`config.mk`:
```
export PLATFORM = sky130hd
export DESIGN_NAME = regfile_scrub
export DESIGN_NICKNAME = d
export VERILOG_FILES = /design/src/rtl/regfile_scrub.sv
export SDC_FILE = /design/constraint.sdc
export NUM_CORES = 1
export LEC_CHECK = 0
export CAP_MARGIN = 20
export CORE_ASPECT_RATIO = 1.25
export CORE_UTILIZATION = 40
export DETAILED_ROUTE_END_ITERATION = 10
export RECOVER_POWER = 25
export SLEW_MARGIN = 20
export SYNTH_ARGS = -nofsm -noshare
export SYNTH_HDL_FRONTEND = slang
export SYNTH_SLANG_ARGS = --single-unit
```
`constraint.sdc`:
```
create_clock -name clock -period 5 [get_ports clock]
set_clock_uncertainty 0.05 [all_clocks]
set_input_delay 1 -clock clock [delete_from_list [all_inputs] [get_ports clock]]
set_output_delay 1 -clock clock [all_outputs]
set_load 0.03 [all_outputs]
```
`src/rtl/regfile_scrub.sv`:
```
// General-purpose register file: two combinational read ports, one write port, optional zero register and bypass.
// Reads have zero latency and writes land on the next edge. After reset, busy stays high for NREGS cycles; writes made during that time are dropped.
module regfile_scrub #(
    parameter int XLEN     = 32,
    parameter int NREGS    = 32,
    parameter int AW       = 5,
    parameter int ZERO_REG = 1,
    parameter int BYPASS   = 1,
    parameter int LED_REG  = 1,
    parameter int LED_W    = 6
) (
    input  logic             clock,
    input  logic             reset,
    input  logic [AW-1:0]    rs1,
    input  logic [AW-1:0]    rs2,
    input  logic [AW-1:0]    rd,
    input  logic [XLEN-1:0]  data,
    input  logic             reg_write,
    output logic [XLEN-1:0]  rs1_data,
    output logic [XLEN-1:0]  rs2_data,
    output logic             busy,
    output logic [LED_W-1:0] led
);

    typedef enum logic {SCRUB, READY} state_t;

    localparam logic [AW-1:0] LAST_IDX = AW'(NREGS - 1);
    localparam logic [AW-1:0] LED_IDX  = AW'(LED_REG);

    state_t          r_state;
    logic [AW-1:0]   r_scnt;
    logic            r_busy;
    logic [XLEN-1:0] r_regs [NREGS];

    logic w_wr_ok;
    assign w_wr_ok = reg_write && !((ZERO_REG != 0) && (rd == '0));

    // Register contents are deliberately left out of the reset branch; the scrub clears them afterwards.
    always_ff @(posedge clock) begin
        if (reset) begin
            r_state <= SCRUB;
            r_scnt  <= '0;
            r_busy  <= 1'b1;
        end else begin
            case (r_state)
                SCRUB: begin
                    r_regs[r_scnt] <= '0;
                    r_scnt         <= r_scnt + AW'(1);
                    if (r_scnt == LAST_IDX) begin
                        r_state <= READY;
                        r_busy  <= 1'b0;
                    end
                end
                READY: begin
                    if (w_wr_ok) r_regs[rd] <= data;
                end
                default: begin
                    r_state <= SCRUB;
                    r_busy  <= 1'b1;
                end
            endcase
        end
    end

    function automatic logic [XLEN-1:0] read_port(input logic [AW-1:0] a);
        if (r_busy)
            return '0;
        else if ((ZERO_REG != 0) && (a == '0))
            return '0;
        else if ((BYPASS != 0) && w_wr_ok && (rd == a))
            return data;
        else
            return r_regs[a];
    endfunction

    always_comb begin
        rs1_data = read_port(rs1);
        rs2_data = read_port(rs2);
    end

    assign busy = r_busy;
    // The LED mirror reads stored state only, so a same-cycle write does not show up here.
    assign led  = r_busy ? '1 : ~r_regs[LED_IDX][LED_W-1:0];

endmodule

```
==> results by stage <==
Status:
- The flow ran to the end, but the final reports show violations.
- The checks that failed: capacitance limit, slew limit.

Cells and area:
- The final net count is 2731.
- The fraction of layout cells with a size suffix above 1 is 0.359.
- The area growth from synthesis to layout is 17.8%.
- Once layout is done, the placed cells without fillers occupy 56800 µm².

Route:
- Using the TritonRoute via totals, the vias-per-cell ratio works out to 6.63.
- The number of vias in the routed layout is 28800.
- The first routing iteration left slightly below 4000 violations.
- The count of nets left with antenna violations once routing finished came out at 0.
- After detailed routing, the number of remaining DRC violations is 0.
- The pre-antenna-repair detailed-routing pass consisted of 5 iterations.
- Dividing the detail-routed wire length by the instance count gives about 37 µm.
- The overall routed net length is 159000 µm.

Pwr:
- Power spread over the standard cell area amounts to approximately 320 nW/µm².
- The analysis attributes to cell leakage a power of ~20 nW.
- Across the VDD grid, the largest voltage drop is 0.000254 V.
- The relative contribution of the clock network to total power is 0.414.
- Cell internal power was estimated by the tool at about 14 mW.
- Of the total power, registers draw 0.517.
- The analysis attributes to net switching a power of 4.11 mW.
- The switching power share of the total is 0.225.
- Of the total power, combinational logic draws 0.070.
- Power comes to ~18 mW.

Die:
- In this run the vertical extent of the chip is 390 µm.
- The floorplan step defined a core boundary enclosing between 100000 and 150000 µm².
- For this configuration, the core starts out at a cell density of 0.402.
- Measured along the x axis, the die boundary spans 312 µm.
- The full die area is 122000 µm².
- Row generation in the floorplan step produced 142 rows.
- For this design the top-level I/O count stands at 121.

Synthesis:
- The most instantiated library cell after synthesis is sky130_fd_sc_hd__edfxtp_1.
- Of the post-synthesis cell area, the dominant cell type holds 0.638.
- Yosys mapped a number of flops with a built-in enable equal to 1024.
- Synthesis produced a netlist with a net count of 2490.
- In the synthesized netlist the async set-or-reset flop fraction comes to 0.
- The portion of the post-synthesis area used by sequential elements is 0.641.
- sky130_fd_sc_hd__edfxtp_1 takes more of the synthesized area than any other cell.
- In the synthesized netlist the dominant register cell turns out to be sky130_fd_sc_hd__edfxtp_1.
- For this run, the number of Yosys warnings is 0.
- The register bit count reported by yosys is 1031.
- By area the synthesized netlist is led by sky130_fd_sc_hd__edfxtp_1 (64%), sky130_fd_sc_hd__mux4_2 (24%), sky130_fd_sc_hd__a211oi_1 (2.0%).
- The distinct cell type count after synthesis is 50.
- By count the netlist is led by sky130_fd_sc_hd__edfxtp_1 (1024), sky130_fd_sc_hd__mux4_2 (512), sky130_fd_sc_hd__a211oi_1 (128).
- The post-synthesis instance area is 48200 µm².
- The mean cell area of the mapped netlist is 19.8 µm².
- The count of mapped cells out of synthesis is about 2400.

Clock tree:
- In this run the number of H-tree levels came out at 3.
- No sink is reached through more buffers than the 3 on the longest clock path.
- The root buffer cell chosen for the clock tree is sky130_fd_sc_hd__clkbuf_16.
- The later pin in the worst-skew pair is clocked with a latency of 0.69 ns.
- The number of CTS-inserted buffers is a little over 100.
- The clock-pin slew reported for the worst setup and hold paths after clock tree synthesis is 0.06 ns.
- CTS saw around 1000 sinks.
- After clock tree synthesis, the setup repair step added 0 buffers.
- The CTS tree is yes.

STA:
- In the final timing run, aggregate negative setup slack is 0 ns.
- The fmax is around 200 MHz.
- Setup repair after global routing left no endpoint under its margin.
- The clock period could shrink to approximately 4.9 ns.
- The max-slew violation total from the final report came to between 50 and 60.
- The total setup violations reported at the end of the flow is 0.
- Measured against its own limit, the worst slew margin works out to -0.270.
- The share of the clock period used by the worst path after layout is 0.988.
- The number of failing hold endpoints at the final stage is 0.
- For the pin with the worst max-slew slack, the measured transition is ~1.9 ns.

Setup path:
- Data on the critical path is required at its endpoint by between 3 and 4 ns.
- STA classifies the critical path endpoint as an output port.
- Along the worst path, the maximum fanout reaches 50.
- The nature of the critical path startpoint is an input port.
- The critical path is of the in2out type.
- The signal arrival time at the worst endpoint is 3.89 ns.

Global routing:
- The first global-routing pass estimated 224000 µm of wire.
- The number of antenna violations at the first check in global routing is 3.
- The via count of the first global-routing pass is approximately 30000.
- For this run the aggregate overflow at the end of global routing stands at 0.
- The aggregate global-route resource usage is 0.260.
- The maximum number of pins on one net before global-route repair is 76.

Placement:
- The area of placed instances is 53600 µm².
- Once detailed placement completed, the half-perimeter wirelength came to between 90000 and 100000 µm.
- The final weighted congestion in routability-driven placement is 0.844.
- During placement, the flow inserted port buffers numbering 120.

Job:
- The tool flagged a number of max-cap violations equal to 2.

Hold path:
- The worst hold path belongs to the class reg2reg.
[flip-flops by register name, summed over array words and instances, names as in the netlist]
signal   cells
r_regs    1024
r_scnt       5
busy         1
r_state      1
[layout by cell type (no fill, tap or decap), types with 9 or more instances in the layout]
cell / synthesis / final
sky130_fd_sc_hd__nor2b_1: 69 / 67
sky130_fd_sc_hd__clkbuf_16: 0 / 102
sky130_fd_sc_hd__o22ai_1: 64 / 64
sky130_fd_sc_hd__edfxtp_1: 1024 / 1024
sky130_fd_sc_hd__a22oi_1: 60 / 60
sky130_fd_sc_hd__clkbuf_1: 108 / 36
sky130_fd_sc_hd__bufinv_16: 0 / 9
sky130_fd_sc_hd__clkdlybuf4s50_1: 0 / 44
sky130_fd_sc_hd__clkinv_2: 0 / 22
sky130_fd_sc_hd__mux4_2: 512 / 512
sky130_fd_sc_hd__a211oi_1: 128 / 128
sky130_fd_sc_hd__and2_0: 0 / 19
sky130_fd_sc_hd__clkinv_1: 1 / 21
sky130_fd_sc_hd__mux2i_1: 69 / 69
sky130_fd_sc_hd__a221o_1: 64 / 64
sky130_fd_sc_hd__nor2_1: 72 / 39
sky130_fd_sc_hd__nand2_1: 48 / 48
sky130_fd_sc_hd__nor2_4: 0 / 33
sky130_fd_sc_hd__and2_1: 33 / 13
sky130_fd_sc_hd__buf_12: 0 / 107
sky130_fd_sc_hd__buf_4: 14 / 169
[per-stage QoR]
stage,worst slack (ns),utilization,hold slack [ns],cells
2_1_floorplan,0.695,-,0.433,2438
3_3_place_gp,0.0630,0.448,0.448,4159
3_5_place_dp,0.103,0.448,0.459,4159
4_1_cts,0.101,0.474,0.468,4346
5_1_grt,0.0423,0.474,0.507,4346
6_report,0.0580,0.474,0.470,4347
[power groups by stage]
stage / Clock (mW) / Combinational [mW] / Sequential (mW)
2_1_floorplan: 0 / 0.747 / 9.61
3_3_place_gp: 0 / 1.26 / 9.62
3_5_place_dp: 0 / 1.27 / 9.62
4_1_cts: 7.64 / 1.27 / 9.44
5_1_grt: 7.92 / 1.32 / 9.44
6_report: 7.56 / 1.27 / 9.44
[what timing repair did]
action                                  CTS  global route
gates resized for setup                   0             1
hold buffers                              0             0
endpoints found under the setup margin    0             6
[area by class of cell]
| class | count | area [µm²] |
|---|---|---|
| inverters | 4 | 15.0 |
| fillers | 9858 | 63000 |
| flip-flops and latches | 1031 | 30900 |
| clock buffers | 124 | 2640 |
| diodes | 1 | 2.50 |
| well taps | 1584 | 1980 |
| clock inverters | 63 | 563 |
| multi-input cells | 1194 | 16600 |
| repair buffers | 346 | 4040 |
[metal layers]
layer / up-vias / routed length [µm] / GRT usage
li1: 11200 / - / -
met1: 15700 / 60400 / 0.343
met2: 1682 / 77600 / 0.420
met3: 312 / 14200 / 0.0520
met4: 0 / 6450 / 0.109
met5: - / 0 / 0
[worst max-delay path, cell delays in order]
cell	delay, ns
sky130_fd_sc_hd__buf_8	0.51
sky130_fd_sc_hd__buf_4	0.33
sky130_fd_sc_hd__mux4_2	0.51
sky130_fd_sc_hd__nor2b_1	0.14
sky130_fd_sc_hd__a211oi_1	0.74
sky130_fd_sc_hd__a211oi_1	0.11
sky130_fd_sc_hd__a221o_1	0.35
sky130_fd_sc_hd__buf_12	0.15
[final timing paths]
check           from             end  slack, ns  depth (start not counted)
max reg2reg  r_state  r_regs[26][22]       0.71                          6
min reg2reg     busy            busy       0.47                          1
min             busy            busy       0.47                          1
max           rs2[0]     rs2_data[3]       0.06                          8
[cell families after synthesis]
logic type                 after synthesis  share of synthesized area
muxes                                  583                      0.254
DFF                                   1031                      0.641
buffers and inverters                  213                     0.0200
and+or+nand+nor                        257                     0.0275
AOI/OAI and AO/OA                      340                     0.0548
xor gates and xnor gates                12                    0.00218
adders and majority gates                2                   0.000519
Power figures use the tool's default switching activity.
